==> src/rtl/gray_counter.sv <==
// Up/down counter that keeps the binary count as state and registers its Gray
// equivalent on the same edge, so the two outputs always agree.
module gray_counter #(
    parameter int DATA = 4,
    parameter int SAT  = 0,
    parameter int INIT = 0
) (
    input  logic            clk,
    input  logic            reset,
    input  logic            en,
    input  logic            up,
    input  logic            load,
    input  logic [DATA-1:0] load_val,
    output logic [DATA-1:0] gray,
    output logic [DATA-1:0] bin,
    output logic            tc,
    output logic            wrap
);

    localparam logic [DATA-1:0] MAX_VAL   = {DATA{1'b1}};
    localparam logic [DATA-1:0] ONE       = {{(DATA-1){1'b0}}, 1'b1};
    localparam logic [DATA-1:0] INIT_BIN  = DATA'(INIT);
    localparam logic [DATA-1:0] INIT_GRAY = INIT_BIN ^ (INIT_BIN >> 1);

    logic [DATA-1:0] bin_reg;
    logic [DATA-1:0] bin_next;
    logic [DATA-1:0] gray_reg;
    logic [DATA-1:0] gray_next;
    logic            wrap_reg;
    logic            wrap_next;
    logic            at_max;
    logic            at_min;

    assign at_max = (bin_reg == MAX_VAL);
    assign at_min = (bin_reg == '0);

    // Load beats enable; a range-end step either wraps (pulsing wrap) or holds.
    always_comb begin
        bin_next  = bin_reg;
        wrap_next = 1'b0;
        if (load) begin
            bin_next = load_val;
        end else if (en) begin
            if (up) begin
                if (!at_max) begin
                    bin_next = bin_reg + ONE;
                end else if (SAT == 0) begin
                    bin_next  = '0;
                    wrap_next = 1'b1;
                end
            end else begin
                if (!at_min) begin
                    bin_next = bin_reg - ONE;
                end else if (SAT == 0) begin
                    bin_next  = MAX_VAL;
                    wrap_next = 1'b1;
                end
            end
        end
    end

    genvar gi;
    generate
        for (gi = 0; gi < DATA - 1; gi++) begin : g_gray
            assign gray_next[gi] = bin_next[gi] ^ bin_next[gi+1];
        end
    endgenerate
    assign gray_next[DATA-1] = bin_next[DATA-1];

    always_ff @(posedge clk or posedge reset) begin
        if (reset) begin
            bin_reg  <= INIT_BIN;
            gray_reg <= INIT_GRAY;
            wrap_reg <= 1'b0;
        end else begin
            bin_reg  <= bin_next;
            gray_reg <= gray_next;
            wrap_reg <= wrap_next;
        end
    end

    // gray and wrap come straight from flops; only tc looks at a live input.
    assign gray = gray_reg;
    assign bin  = bin_reg;
    assign wrap = wrap_reg;
    assign tc   = up ? at_max : at_min;

endmodule

==> config.mk <==
export PLATFORM = sky130hd
export DESIGN_NAME = gray_counter
export DESIGN_NICKNAME = d
export VERILOG_FILES = /design/src/rtl/gray_counter.sv
export SDC_FILE = /design/constraint.sdc
export NUM_CORES = 1
export LEC_CHECK = 0
export BUFFER_PORTS_ARGS = -buffer_cell sky130_fd_sc_hd__buf_4
export CORE_AREA = 2 2 39 41
export CTS_BUF_LIST = sky130_fd_sc_hd__clkbuf_8 sky130_fd_sc_hd__clkbuf_16
export CTS_CLUSTER_DIAMETER = 120
export DETAILED_ROUTE_END_ITERATION = 12
export DIE_AREA = 0 0 41 43
export MAX_ROUTING_LAYER = met4
export PLACE_DENSITY = 0.76
export SYNTH_ARGS = -nofsm -noshare
export SYNTH_HDL_FRONTEND = slang
export SYNTH_SLANG_ARGS = --single-unit
==> constraint.sdc <==
create_clock -name clk -period 1.7 [get_ports clk]
set_clock_uncertainty 0.1 [all_clocks]
set_input_delay 0.17 -clock clk [delete_from_list [all_inputs] [get_ports clk]]
set_output_delay 0.17 -clock clk [all_outputs]
set_load 0.1 [all_outputs]
==> results.cfg <==
[timing]
final-hold-violation-count = 0
timing.slew.headroom_pct = 79.17
min_period_ps = 1773
grt_setup_unrepaired = yes
fmaxAchievable_mhz = 564.0
hold_ws_ps = 108.3
post-route-worst-setup-slack_ps = -73.07
tightest_slew_ps = 312.5
setup_viol = 3
maxSlewViolCount = 0
tns_ps = -151.8
min_period_over_period_pct = 104.3

[grt]
grt_usage_pct = 17.78
grt_max_degree = 12
grt_first_pass_wirelength_um = 2042
grt_overflow_total = 0
grt_pass1_vias = 493
antenna_found_initial = 0

[floorplan]
core_sq_um = 1384
start_util_pct = 37.79
ios = 19
dieArea_sq_um = 1763
die_width_um = 41
die_h_um = 43
num_rows = 14

[pwr]
p_leak_nw = 0.3954
power_frac_clock_pct = 19.0
intPower_mw = 0.5979
p_switching_mw = 0.5676
power.density_nw_per_um2 = 1288
switching_share_pct = 48.70
ir_drop_v = 0.0009299
seqPwrFrac_pct = 23.8
combinationalPowerShare_pct = 57.3

[finish]
final_util_pct = 65.37
seqCellArea_sq_um = 215.2
fillers = 123
num_antenna_cells = 0
areaGrowthSynthToFinish_pct = 72.97
multiInputGateArea_sq_um = 367.9
largest_reg_flops = 4
layout.nets = 97
drive_above_1_share_pct = 59.52

[routing]
wirelength_um = 1478
routed_via_density = 5.530
drtIter0Drc = 4
highest_layer = met4
first_pass_iters = 3
wl_met1_um = 544
route.detailed.drc = 0
wl_met2_um = 763
post_drt_wl_per_cell_um = 14.78
wl_met3_um = 123
num_vias = 553
ant_nets = 0

[critical_path]
crit_path_end_kind = flop
crit_path_top_delay_cell = dfrtp_4
crit_type = flop to flop
cp.required_ps = 1710
path_cells = inv_4, ha_4, buf_4, mux2i_4, mux2i_2, nand3_1, a2bb2oi_1
cp.depth = 7
arrival_ps = 1780
reg2regPathDepth = 7
start_kind = flop
path_max_fanout = 6
critPathMaxStageDelay_ps = 440
cp_top_family = multiplexers
critPathBufInv = 2

[cts]
clock_latency_ps = 230
cts_made_buffers = 3
clk_pin_slew_ps = 40
clockBufferDepth = 2
htree_levels = 1
cts_tree = built
cts_sinks = 8
cts_root_buffer = clkbuf_8

[synth]
synth_cells = 55
synth_edf_count = 0
ys_ff_latch = 8
synth_area_per_cell_sq_um = 9.509
netlist_area_sq_um = 523.0
netlist_top_cells_count = 8 x dfrtp_1, 6 x inv_1, 5 x a21oi_1
yosysTopAreaCell = dfrtp_1
synth.distinct_cells = 27
synthArstFlopShare_pct = 100.0
synth_top_area_share_pct = 38.28
yosysWarnings = 0
post-synth-top-count-cell = dfrtp_1
syn_nets = 66
synth_area_leaders = dfrtp_1 38%, mux2i_1 7.7%, nor3b_1 5.7%, a21oi_1 4.8%, ha_1 4.8%
ys.flop_type = dfrtp_1
synth_sequential_area_ratio_pct = 38.28

[worst_hold_path]
min_path_cells = 3
hold_path.class = input pin to flop

[placed_design]
hpwlAfterDp_um = 926.9
routabilityCongestion = 0.8058
pre_cts_ws_ps = -12.01
portBuffers = 18

[run_status]
violations = negative setup slack
status = complete, but fails checks

[flow_run]
max_cap_viol_count = 0
[final timing paths]
| kind | slack [ps] | to | startpoint |
|---|---|---|---|
| setup / recovery | -70 | gray[2]$_DFF_PP0_ | bin[0]$_DFF_PP0_ |
| hold / removal | 110 | bin[1]$_DFF_PP0_ | load_val[1] |
| setup reg to reg | -70 | gray[2]$_DFF_PP0_ | bin[0]$_DFF_PP0_ |
| hold reg to reg | 660 | bin[0]$_DFF_PP0_ | bin[0]$_DFF_PP0_ |
| max in group asynchronous | 910 | bin[1]$_DFF_PP0_ | reset |
| min in group asynchronous | 340 | bin[2]$_DFF_PP0_ | reset |
[cell families (layout without fill, tap and decap cells)]
kind of cell             Yosys count  count (layout)  synth area share [%]
buffers and inverters              9              38                 7.178
AO/OA/AOI/OAI                     12              12                 15.31
multiplexers                       4               4                 7.656
XOR/XNOR                           3               3                 5.025
adder cells (fa/ha/maj)            2               2                 4.784
AND/OR/NAND/NOR                   17              17                 21.77
flip-flops                         8               8                 38.28
[power groups by stage]
stage          Clock, mW  Sequential [mW]  Combinational [mW]
2_1_floorplan          0            0.557               0.181
3_3_place_gp           0            0.282               0.586
3_5_place_dp           0            0.285               0.588
4_1_cts            0.228            0.276               0.633
5_1_grt            0.241            0.283               0.700
6_report           0.221            0.277               0.668
[cells in the final DEF (no fill, tap or decap), types with 2 or more instances in the layout]
cell type  count
dfrtp_4        4
mux2i_2        2
nor2b_1        2
nand4_1        2
a21oi_2        2
a21oi_1        3
clkbuf_8       3
nor3b_1        3
buf_4         27
inv_4          2
inv_1          4
xnor2_1        2
dfrtp_1        4
[layout make-up]
type | count | area share (%)
inverter | 6 | 3.043
multi-input combinational | 38 | 40.66
tap | 16 | 2.213
sequential | 8 | 23.79
timing repair buffer | 29 | 25.73
clock buffer | 3 | 4.564
[tightest hold or removal path: stages]
cell,delay (ps)
buf_4,80
mux2i_2,90
inv_1,60
[per-layer routing]
metal	GRT usage [%]	vias to the layer above
li1	-	259
met1	20.27	264
met2	26.56	26
met3	9.948	4
met4	4.000	0
met5	-	-
[timing repair]
item | in CTS | in global routing
buffers inserted | 5 | 2
endpoints found under the setup margin | 3 | 6
hold endpoints to repair | 8 | 0
cloned | 0 | 0
gates resized for setup | 3 | 9
hold buffers | 1 | 0
pin swaps | 2 | 4
[through the flow]
| stage | instance area, sq um | instances | power (mW) |
|---|---|---|---|
| after floorplan | 583.1 | 55 | 0.7380 |
| after global placement | 753.2 | 90 | 0.8683 |
| after detailed placement | 753.2 | 90 | 0.8734 |
| after CTS | 854.6 | 99 | 1.136 |
| after global routing | 904.6 | 100 | 1.224 |
| final | 904.6 | 100 | 1.165 |
Power figures use the tool's default switching activity.
